### src/rtl/pixel_result_buffer.sv
// Result FIFO between data_proc and the PicoRV32 bus: buffers processed pixels,
// tracks frame position, and exposes CTRL/STATUS/DATA/POS registers. Optional IRQ: PIXBUF_IRQ_EN.
module pixel_result_buffer #(
  parameter int DEPTH        = 16,
  parameter int FRAME_PIXELS = 1024,
  parameter int CNT_W        = 16
) (
  input  logic        clk,
  input  logic        rstn,
  input  logic [7:0]  pixel_in,
  input  logic        valid_in,
  output logic        ready_out,
  input  logic        mem_sel,
  input  logic [3:0]  mem_addr,
  input  logic [3:0]  mem_wstrb,
  input  logic [31:0] mem_wdata,
  output logic [31:0] mem_rdata,
  output logic        irq
);

  localparam int AW = (DEPTH > 1) ? $clog2(DEPTH) : 1;

  logic [7:0]       fifo_mem [DEPTH];
  logic [AW-1:0]    wr_ptr, rd_ptr;
  logic [AW:0]      count;
  logic             enable, overflow, frame_done;
  logic [CNT_W-1:0] pix_idx, frame_cnt;
  logic [7:0]       ctrl_thresh;

  logic full, empty;
  logic bus_wr, ctrl_wr, stat_wr, clear, pop, push, drop, frame_wrap;
  logic ovf_w1c, fd_w1c;

  assign full  = (count == (AW+1)'(DEPTH));
  assign empty = (count == '0);

  // Handshake: a pixel transfers on any cycle where valid_in && ready_out.
  // With enable=1 and the FIFO full, an offered pixel is dropped and overflow is set;
  // with enable=0 offered pixels are silently ignored.
  assign ready_out = enable && !full;
  assign push      = valid_in && ready_out;
  assign drop      = valid_in && enable && full;

  assign bus_wr  = mem_sel && (mem_wstrb != 4'h0);
  assign ctrl_wr = bus_wr && (mem_addr == 4'h0);
  assign stat_wr = bus_wr && (mem_addr == 4'h4);
  assign clear   = ctrl_wr && mem_wstrb[0] && mem_wdata[1];
  assign ovf_w1c = stat_wr && mem_wstrb[0] && mem_wdata[2];
  assign fd_w1c  = stat_wr && mem_wstrb[0] && mem_wdata[3];
  assign pop     = mem_sel && (mem_wstrb == 4'h0) && (mem_addr == 4'h8) && !empty;

  assign frame_wrap = push && (pix_idx == CNT_W'(FRAME_PIXELS - 1));

  always_ff @(posedge clk) begin
    if (push) fifo_mem[wr_ptr] <= pixel_in;
  end

  always_ff @(posedge clk or negedge rstn) begin
    if (!rstn) begin
      wr_ptr     <= '0;
      rd_ptr     <= '0;
      count      <= '0;
      enable     <= 1'b0;
      overflow   <= 1'b0;
      frame_done <= 1'b0;
      pix_idx    <= '0;
      frame_cnt  <= '0;
    end else begin
      if (ctrl_wr && mem_wstrb[0]) enable <= mem_wdata[0];
      // Clear wins over any push/pop/flag activity in the same cycle.
      if (clear) begin
        wr_ptr     <= '0;
        rd_ptr     <= '0;
        count      <= '0;
        overflow   <= 1'b0;
        frame_done <= 1'b0;
        pix_idx    <= '0;
        frame_cnt  <= '0;
      end else begin
        if (push) wr_ptr <= wr_ptr + AW'(1);
        if (pop)  rd_ptr <= rd_ptr + AW'(1);
        if (push && !pop)      count <= count + (AW+1)'(1);
        else if (!push && pop) count <= count - (AW+1)'(1);

        if (frame_wrap) begin
          pix_idx   <= '0;
          frame_cnt <= frame_cnt + CNT_W'(1);
        end else if (push) begin
          pix_idx <= pix_idx + CNT_W'(1);
        end

        // A hardware set outranks a same-cycle write-1-to-clear.
        if (drop)         overflow <= 1'b1;
        else if (ovf_w1c) overflow <= 1'b0;
        if (frame_wrap)   frame_done <= 1'b1;
        else if (fd_w1c)  frame_done <= 1'b0;
      end
    end
  end

`ifdef PIXBUF_IRQ_EN
  logic [7:0] irq_thresh;
  logic       irq_q;

  always_ff @(posedge clk or negedge rstn) begin
    if (!rstn) begin
      irq_thresh <= 8'h00;
      irq_q      <= 1'b0;
    end else begin
      if (ctrl_wr && mem_wstrb[0]) irq_thresh[5:0] <= mem_wdata[7:2];
      if (ctrl_wr && mem_wstrb[1]) irq_thresh[7:6] <= mem_wdata[9:8];
      irq_q <= enable && (((9'(count) >= 9'(irq_thresh)) && (irq_thresh != 8'h00))
                          || overflow || frame_done);
    end
  end

  assign ctrl_thresh = irq_thresh;
  assign irq         = irq_q;
`else
  assign ctrl_thresh = 8'h00;
  assign irq         = 1'b0;
`endif

  logic unused_bus;
  assign unused_bus = ^{mem_wdata, mem_wstrb};

  // POS packs the index low and the frame count from bit 16 (CNT_W <= 16 expected).
  logic [31:0] pos_word;
  assign pos_word = 32'(pix_idx) | (32'(frame_cnt) << 16);

  always_comb begin
    mem_rdata = 32'h0;
    case (mem_addr)
      4'h0: mem_rdata = {22'h0, ctrl_thresh, 1'b0, enable};
      4'h4: mem_rdata = {15'h0, 9'(count), 4'h0, frame_done, overflow, full, empty};
      4'h8: mem_rdata = {23'h0, !empty, (empty ? 8'h00 : fifo_mem[rd_ptr])};
      4'hC: mem_rdata = pos_word;
      default: mem_rdata = 32'h0;
    endcase
  end

endmodule

### config.mk
export PLATFORM = sky130hd
export DESIGN_NAME = pixel_result_buffer
export DESIGN_NICKNAME = d
export VERILOG_FILES = /design/src/rtl/pixel_result_buffer.sv
export SDC_FILE = /design/constraint.sdc
export NUM_CORES = 1
export LEC_CHECK = 0
export ABC_AREA = 0
export CORE_MARGIN = 2
export CORE_UTILIZATION = 30
export DETAILED_ROUTE_END_ITERATION = 8
export MAX_ROUTING_LAYER = met4
export SETUP_SLACK_MARGIN = 0.05
export SLEW_MARGIN = 10
export SYNTH_ARGS = -nofsm -noshare
export SYNTH_HDL_FRONTEND = slang
export SYNTH_SLANG_ARGS = --single-unit
export TNS_END_PERCENT = 50
### constraint.sdc
create_clock -name clk -period 3.09 [get_ports clk]
set_clock_uncertainty 0.2 [all_clocks]
set_input_delay 0.618 -clock clk [delete_from_list [all_inputs] [get_ports clk]]
set_output_delay 0.618 -clock clk [all_outputs]
set_load 0.03 [all_outputs]
==> metrics.yaml, run 1 <==
vias_per_cell: 5.08
synth_most_common_cell: "edfxtp_1"
finalMaxSlewViolations: 0
track_usage: 0.145
criticalPathCategory: "flop to primary output"
final_layout_size_suffix_gt1_frac: 0.314
ys_types: 60
powerDensity_mw_per_mm2: 596
finalHoldViolations: 0
insertion_delay_ns: 0.43
fin_crit_ns: 3.26
synth_area_leaders: "edfxtp_1 48%, dfrtp_1 15%, mux4_2 9.0%"
netlist_instances: 554
async_flop_share: 0.273
die_h_um: 167
cp.required_ns: 2.27
io_pins: 86
cts_tree: "done"
die_area_mm2: 0.0280
dp_slack_ns: -0.240
portBuffers: 56
hpwl_um: 13000
finalNetCount: 734
finalSetupViolCount: 8
overflow: 0
cp-end-kind: "primary output"
hp-class: "input pin to async pin"
ant_nets: 0
first_pass_iters: 7
seq_area_frac_synth: 0.630
cts_root_buf: "clkbuf_16"
rsz0062_at_grt: "true"
clock_sinks: 176
gp_congestion: 0.818
coreArea_mm2: 0.0261
vias: 5176
clk_path_buf_depth: 2
drcViolationCount: 8
crit_fanout: 6
yosysTopAreaCell: "edfxtp_1"
ys_warn_count: 0
drt-total-wl_um: 19400
cts_buffers: 17
wl_per_cell_um: 19.0
synth_edf_count: 128
power_leakage_nw: 3.75
die_x_um: 167
failed_checks: "DRC, setup timing"
grt_pass1_vias: 5126
max-cap-violations: 0
instances_no_fill: 1019
tightest_slew_ns: 0.804
syn_area_mm2: 0.00801
fmax_mhz: 307
placed_cells_incl_taps: 980
synth_nets: 617
netlist.area_leader.share: 0.480
cp.arrival_ns: 2.44
htreeDepth: 4
grt_pass1_wl_um: 30000
fin_crit_sh: 1.06
max-vdd-ir-drop_uv: 356
antenna_found_initial: 0
synth_commonest_cells: "128 x edfxtp_1, 48 x dfrtp_1, 34 x and2_1, 32 x mux4_2, 31 x a21oi_1"
grt_max_degree: 34
syn_to_final_growth_pct: 27.2
clkTransAtPathRegs_ns: 0.07
status: "finished with violations"
n_antenna_cell: 0
syn_area_per_cell_um2: 14.5
synth_ff_type: "edfxtp_1"
ctsHoldBuffers: 0
ys_ff_latch: 176
initial_core_util: 0.307
startpoint_type: "flop"
drtIter0Drc: 327
fin_ws_ns: -0.170
relSlewSlack: 0.462
row_count: 59
## placed cells by master, fill, tap and decap left out, types with 12 or more instances in the layout
cell	count
nor2_1	28
clkbuf_16	18
a22oi_2	12
clkdlybuf4s50_1	22
buf_4	87
dfrtp_1	47
nor3_1	13
and2_1	34
nand2_1	25
edfxtp_1	128
a21oi_1	24
mux4_2	32
nand3_1	17
## registers in the layout (all words and copies together) (netlist names)
register,count
frame_cnt,16
overflow,1
count,5
wr_ptr,4
rd_ptr,4
fifo_mem,128
frame_done,1
pix_idx,16
enable,1
## kinds of logic after synthesis
kind of cell | share of synthesized area
flip-flops | 0.630
AND/OR/NAND/NOR | 0.126
AO/OA/AOI/OAI | 0.0859
buffers and inverters | 0.0226
multiplexers | 0.0963
XOR/XNOR | 0.0208
adder cells (fa/ha/maj) | 0.0181
other | 0.000468
## critical path, cell delays in order, from the launching register on
cell and delay [ns]:
dfrtp_2 0.45, clkbuf_16 0.19, buf_12 0.10, mux4_2 0.53, a22oi_2 0.18, a21oi_2 0.08
a221o_1 0.32, buf_6 0.16
## what timing repair did
| item | 4_1_cts | 5_1_grt |
|---|---|---|
| setup buffers | 5 | 1 |
| endpoints found under the setup margin | 10 | 27 |
| cloned | 1 | 1 |
| endpoints found under the hold margin | 0 | 0 |
| pin swaps | 9 | 9 |
| gates resized for setup | 29 | 10 |
## routing by layer
metal,wire (um),part of all wire,global-route usage
met5,0,0,-
met1,8950,0.46,0.197
met4,136,0.0070,0.0295
met2,9270,0.48,0.226
met3,1020,0.053,0.0333
## layout make-up
class                      instances  area, um2
tap                              335        419
fill                            2463      15900
clock buffer                      17        425
multi-input combinational        338       2900
clock inverter                    15        215
timing repair buffer             129       1150
sequential                       176       5050
inverter                           9       33.8
## metrics by stage
stage | total power, mW | setup TNS [ns] | hold slack (ns) | area [um2] | util
2_1_floorplan | 3.34 | 0 | 0.122 | 8010 | -
5_1_grt | 6.34 | -1.75 | 0.0993 | 10200 | 0.390
3_3_place_gp | 3.75 | -0.493 | 0.314 | 9320 | 0.357
4_1_cts | 6.12 | -1.59 | 0.0872 | 10100 | 0.388
6_report | 6.07 | -0.992 | 0.0507 | 10200 | 0.390
3_5_place_dp | 3.77 | -0.499 | 0.321 | 9320 | 0.357
## path summary, 6_finish.rpt
path / slack (ns) / end / startpoint / cells past startpoint
setup / recovery: -0.17 / mem_rdata[3] / rd_ptr[0] / 7
hold / removal: 0.05 / enable / rstn / 1
setup reg to reg: 0.20 / count[4] / count[2] / 9
hold reg to reg: 0.33 / frame_done / frame_done / 2
max in group asynchronous: 1.99 / frame_cnt[7] / rstn / 2
min in group clk: 0.33 / frame_done / frame_done / 2
## power breakdown
group          switching (mW)  leakage [nW]  internal [mW]
clock network            1.05         0.308           1.25
registers               0.124          1.79           2.67
logic                   0.520          1.65          0.460
Power figures use the tool's default switching activity.
==> run 2: changes to the inputs <==
Settings changed: SLEW_MARGIN 10 to 20.
Clock period 3.09 ns to 2.97 ns, I/O delays scaled along.
==> run 2 against run 1 <==
  * The run still ends with DRC, setup timing left
  * Die area unchanged
  * Sequential share of layout area decreased by 0.84 points
  * Core utilization is 0.68 points higher
  * Combinational power up 4%
  * Worst hold slack improved by 0.29 ns
  * Cell count barely moved
  * Sequential power up 5%
  * Critical path depth is the same
  * Critical path type unchanged
  * Largest power group unchanged
  * Highest routed layer unchanged
==> metrics.yaml, run 2 (synthesis results as in run 1) <==
status: "finished with violations"
failed_checks: "DRC, setup timing"
use_met2: 0.221  # -0.00487
startpoint_type: "flop"
crit_fanout: 5  # -1
ant_nets: 0  # unchanged
cp.arrival_ns: 2.45  # about the same
grt_util_met3: 0.0333  # unchanged
fin_ws_ns: -0.275  # -0.104 ns
min_path_cells: 2
wl_per_cell_um: 18.7  # -1.4%
syn_to_final_growth_pct: 29.4
max-vdd-ir-drop_uv: 364  # +2.3%
clock_sinks: 176  # unchanged
die_x_um: 167  # unchanged
drtIter0Drc: 419  # +28%
clkTransAtPathRegs_ns: 0.07  # about the same
timing.rr.end: "count[4]"
fmax_mhz: 308
fin_crit_sh: 1.09
drcViolationCount: 11  # +3
top_register: "fifo_mem"
die_area_mm2: 0.0280  # unchanged
grt_max_degree: 29  # -15%
r2r-start: "count[3]"
grt_pass1_wl_um: 29600  # -1.3%
io_pins: 86  # unchanged
cp-end-kind: "primary output"
insertion_delay_ns: 0.43  # about the same
placed_cells_incl_taps: 978  # -0.20%
clk_path_buf_depth: 2  # unchanged
gp_congestion: 0.800  # -2.1%
power_leakage_nw: 3.82  # +1.7%
cts_root_buf: "clkbuf_16"
drt-total-wl_um: 19100  # -1.3%
final_common_cell: "edfxtp_1"
vias_per_cell: 5.08  # about the same
finalSetupTns_ns: -1.61  # -0.613 ns
hp-class: "flop to flop"
coreArea_mm2: 0.0261  # unchanged
finalMaxSlewViolations: 0  # unchanged
criticalPathCategory: "flop to primary output"
cts_tree: "done"
cp.required_ns: 2.18  # -0.09 ns
startpoint: "rd_ptr[0]"
whs_endpoint: "frame_done"
powerDensity_mw_per_mm2: 606  # +1.7%
antenna_found_initial: 0  # unchanged
rsz0062_at_grt: "true"
die_h_um: 167  # unchanged
cts_buffers: 17  # unchanged
final_cell_mix: "128 x edfxtp_1, 70 x buf_4, 46 x dfrtp_1, 33 x and2_1, 32 x mux4_2"
finalHoldViolations: 0  # unchanged
ff_latch_area_mm2: 0.00505  # about the same
busiest_layer: "met2"
finalSetupViolCount: 9  # +1
nFillCells: 2434  # -1.2%
grt_pass1_vias: 5069  # -1.1%
tightest_slew_ns: 0.761  # -0.0426 ns
reg_top3: "fifo_mem x128, frame_cnt x16, pix_idx x16"
row_count: 59  # unchanged
n_antenna_cell: 0  # unchanged
largest_reg_flops: 128  # unchanged
max-cap-violations: 0  # unchanged
instances_no_fill: 1020  # +0.098%
final_layout_size_suffix_gt1_frac: 0.318  # +0.00392
first_pass_iters: 7  # unchanged
r2r_slack_ns: 0.10  # -0.10 ns
multiInputGateArea_mm2: 0.00292  # +0.52%
grtUsageMet1: 0.199  # +0.00221
portBuffers: 56  # unchanged
relSlewSlack: 0.491  # +0.0288
overflow: 0  # unchanged
initial_core_util: 0.307  # unchanged
r2r_cells: 10  # +1
track_usage: 0.145  # -0.000451
hold_path_startpoint: "frame_done"
hpwl_um: 12600  # -3.0%
finalNetCount: 735  # +0.14%
vias: 5183  # +0.14%
fin_crit_ns: 3.24
htreeDepth: 4  # unchanged
==> run 2: cell types whose count changed in the layout (fill, tap and decap cells not counted), moves of 2 or more <==
cell,change
buf_12,+9
buf_16,+2
buf_4,-17
buf_6,+7
clkdlybuf4s50_1,-4
clkinv_8,-2
dlygate4sd2_1,+2
dlymetal6s2s_1,+2
==> run 2: cell type report <==
class                   count  area share
clock buffers              18      0.0414
clock inverters            14      0.0183
inverters                   9     0.00350
multi-input cells         338       0.281
flip-flops and latches    176       0.487
well taps                 335      0.0404
repair buffers            130       0.128
==> run 2: report_power, final <==
group	leakage, nW	switching [mW]	total, mW	internal (mW)
Clock	0.296	1.04	2.33	1.29
Combinational	1.73	0.529	1.02	0.491
Sequential	1.79	0.152	2.93	2.77
==> run 2: metrics by stage <==
step	setup WS (ns)	power (mW)	utilization	cell area, um2	hold WS (ns)
6_report	-0.275	6.28	0.397	10400	0.340
5_1_grt	-0.349	6.55	0.397	10400	0.363
4_1_cts	-0.274	6.32	0.394	10300	0.340
3_5_place_dp	-0.323	3.91	0.360	9410	0.321
3_3_place_gp	-0.334	3.89	0.360	9410	0.318
2_1_floorplan	0.0582	3.48	-	8010	0.0984
==> run 2: worst max-delay path: stages, from the launching register on <==
cell and delay (ns):
dfrtp_2 0.41, buf_12 0.14, buf_16 0.14, mux4_2 0.55, a22oi_2 0.21, a21oi_2 0.11
a221o_1 0.31, buf_6 0.15
==> run 2: worst max path at each step <==
stage and end:
2_1_floorplan count[4], 3_3_place_gp count[4], 3_5_place_dp count[4], 4_1_cts mem_rdata[4], 5_1_grt mem_rdata[3], 6_report mem_rdata[3]
==> run 2: layer usage <==
layer	vias up	part of all wire
met4	0	0.0083
li1	2398	-
met5	-	0
met2	135	0.47
met1	2640	0.47
met3	10	0.046
==> run 2: timing repair <==
item	4_1_cts	5_1_grt
buffers inserted	5	1
endpoints found under the hold margin	20	0
hold buffers	1	0
gates cloned	3	0
gates resized for setup	41	19
pin swaps	6	7
setup endpoints to repair	33	34
==> run 3: changes to the inputs <==
Clock period 2.97 ns to 3.52 ns, I/O delays scaled along.
==> run 3 against run 2 <==
  * The flow finishes with violations (DRC)
  * Worst hold slack worse by 0.17 ns
  * Clock-buffer cell count stayed put
  * Register-to-register slack better by 0.27 ns
  * Non-clock buffer count is 30 lower
  * Flip-flop and latch count stayed put
  * First-iteration DRC count is 8.6% higher
  * Wire length is 2.0% lower
  * Design area is 5.8% lower
  * Setup slack better by 0.33 ns
  * Clock power is 20% lower
  * Die area stayed put
  * Cell count is 3.0% lower
  * Critical endpoint is now mem_rdata[2]
  * Highest routed layer unchanged
==> metrics.yaml, run 3 (synthesis results as in run 1) <==
drtIter0Drc: 455  # +8.6%
overflow: 0  # unchanged
syn_to_final_growth_pct: 21.9
finalHoldViolations: 0  # unchanged
vias: 5025  # -3.0%
max-vdd-ir-drop_uv: 332  # -8.8%
htreeDepth: 4  # unchanged
fin_crit_sh: 0.985
cts_tree: "done"
top_register: "fifo_mem"
place_area_mm2: 0.00912  # -3.1%
clkTransAtPathRegs_ns: 0.06  # about the same
reg_top3: "fifo_mem x128, frame_cnt x16, pix_idx x16"
status: "finished with violations"
grt_max_degree: 49  # +69%
antenna_found_initial: 0  # unchanged
grt_pass1_wl_um: 29100  # -1.8%
wl_per_cell_um: 19.0  # +1.1%
finalSetupViolCount: 0  # -9
final_cell_mix: "128 x edfxtp_1, 68 x buf_4, 46 x dfrtp_1, 34 x and2_1, 32 x mux4_2"
cp.required_ns: 2.62  # +0.44 ns
largest_reg_flops: 128  # unchanged
hpwl_um: 12500  # -1.0%
startpoint: "count[0]"
criticalPathCategory: "flop to primary output"
vias_per_cell: 5.08  # about the same
max-cap-violations: 0  # unchanged
cts_buffers: 17  # unchanged
gp_congestion: 0.808  # +0.95%
crit_fanout: 6  # +1
ant_nets: 0  # unchanged
n_antenna_cell: 0  # unchanged
powerDensity_mw_per_mm2: 522  # -14%
finalSetupTns_ns: 0  # +1.61 ns
ctsHoldBuffers: 0  # -1
final_layout_size_suffix_gt1_frac: 0.258  # -0.0598
clk_path_buf_depth: 2  # unchanged
grt_pass1_vias: 5008  # -1.2%
clock_sinks: 176  # unchanged
portBuffers: 56  # unchanged
first_pass_iters: 7  # unchanged
failed_checks: "DRC"
cp.arrival_ns: 2.56  # +0.11 ns
final_common_cell: "edfxtp_1"
cp-end-kind: "primary output"
row_count: 59  # unchanged
die_x_um: 167  # unchanged
rsz0062_at_grt: "true"
drcViolationCount: 8  # -3
insertion_delay_ns: 0.43  # about the same
io_pins: 86  # unchanged
track_usage: 0.142  # -0.00301
finalNetCount: 705  # -4.1%
fmax_mhz: 288
die_h_um: 167  # unchanged
tightest_slew_ns: 0.700  # -0.0613 ns
die_area_mm2: 0.0280  # unchanged
cts_root_buf: "clkbuf_16"
fin_crit_ns: 3.47
r2r-start: "count[0]"
initial_core_util: 0.307  # unchanged
design_area_mm2: 0.00977  # -5.8%
startpoint_type: "flop"
power_leakage_nw: 3.54  # -7.2%
hp-class: "input pin to async pin"
relSlewSlack: 0.532  # +0.0415
coreArea_mm2: 0.0261  # unchanged
finalMaxSlewViolations: 0  # unchanged
drt-total-wl_um: 18700  # -2.0%
## run 3: cell count changes in the layout (fill, tap and decap cells not counted), moves of 2 or more
cell	previous run	this run
a22oi_1	2	10
buf_6	18	4
dlymetal6s2s_1	3	0
buf_16	2	0
a22oi_2	11	3
buf_12	14	3
a21oi_1	23	31
dlygate4sd2_1	2	0
a21oi_2	10	2
buf_4	70	68
clkdlybuf4s50_1	18	23
## run 3: final cells by class
type,count,area (um2)
clock buffer,18,429
clock inverter,13,146
fill,2496,16400
inverter,9,33.8
multi-input combinational,338,2830
sequential,176,5050
tap,335,419
timing repair buffer,100,856
## run 3: metal layers
layer / part of all wire / GRT usage
met5: 0 / -
met4: 0.015 / 0.0427
met3: 0.059 / 0.0319
met2: 0.45 / 0.208
met1: 0.47 / 0.197
## run 3: power breakdown
part	leakage [nW]	switching [mW]	internal, mW	total [mW]
Combinational	1.47	0.426	0.342	0.769
Clock	0.278	0.863	1.00	1.87
Sequential	1.79	0.125	2.34	2.47
## run 3: critical path: stages (launching register included)
cell      delay (ns)
dfrtp_1         0.38
or4_4           0.54
o211ai_1        0.43
buf_4           0.24
a21oi_1         0.06
a221o_1         0.33
buf_6           0.16
## run 3: worst paths after layout
kind | endpoint | slack (ns) | cells past startpoint
worst max-delay path | mem_rdata[2] | 0.05 | 6
worst min-delay path | count[1] | 0.17 | 2
worst max register to register | count[4] | 0.37 | 11
worst min register to register | frame_done | 0.33 | 2
max in group asynchronous | rd_ptr[0] | 2.45 | 2
min in group clk | frame_done | 0.33 | 2
## run 3: what timing repair did
item                       in CTS  in global routing
gates cloned                    0                  0
setup buffers                   3                  1
setup endpoints to repair       8                  7
pin swaps                       0                  2
gates resized for setup        11                  7
## run 3: through the flow
step	power (mW)	util	cells	worst slack (ns)	hold slack, ns
floorplan	2.93	-	554	0.427	0.208
global placement	3.24	0.349	954	-0.0000797	0.316
detailed placement	3.26	0.349	954	-0.0156	0.325
CTS	5.13	0.373	988	0.0137	0.197
global route	5.33	0.374	989	0.00168	0.220
finish	5.10	0.374	989	0.0516	0.172
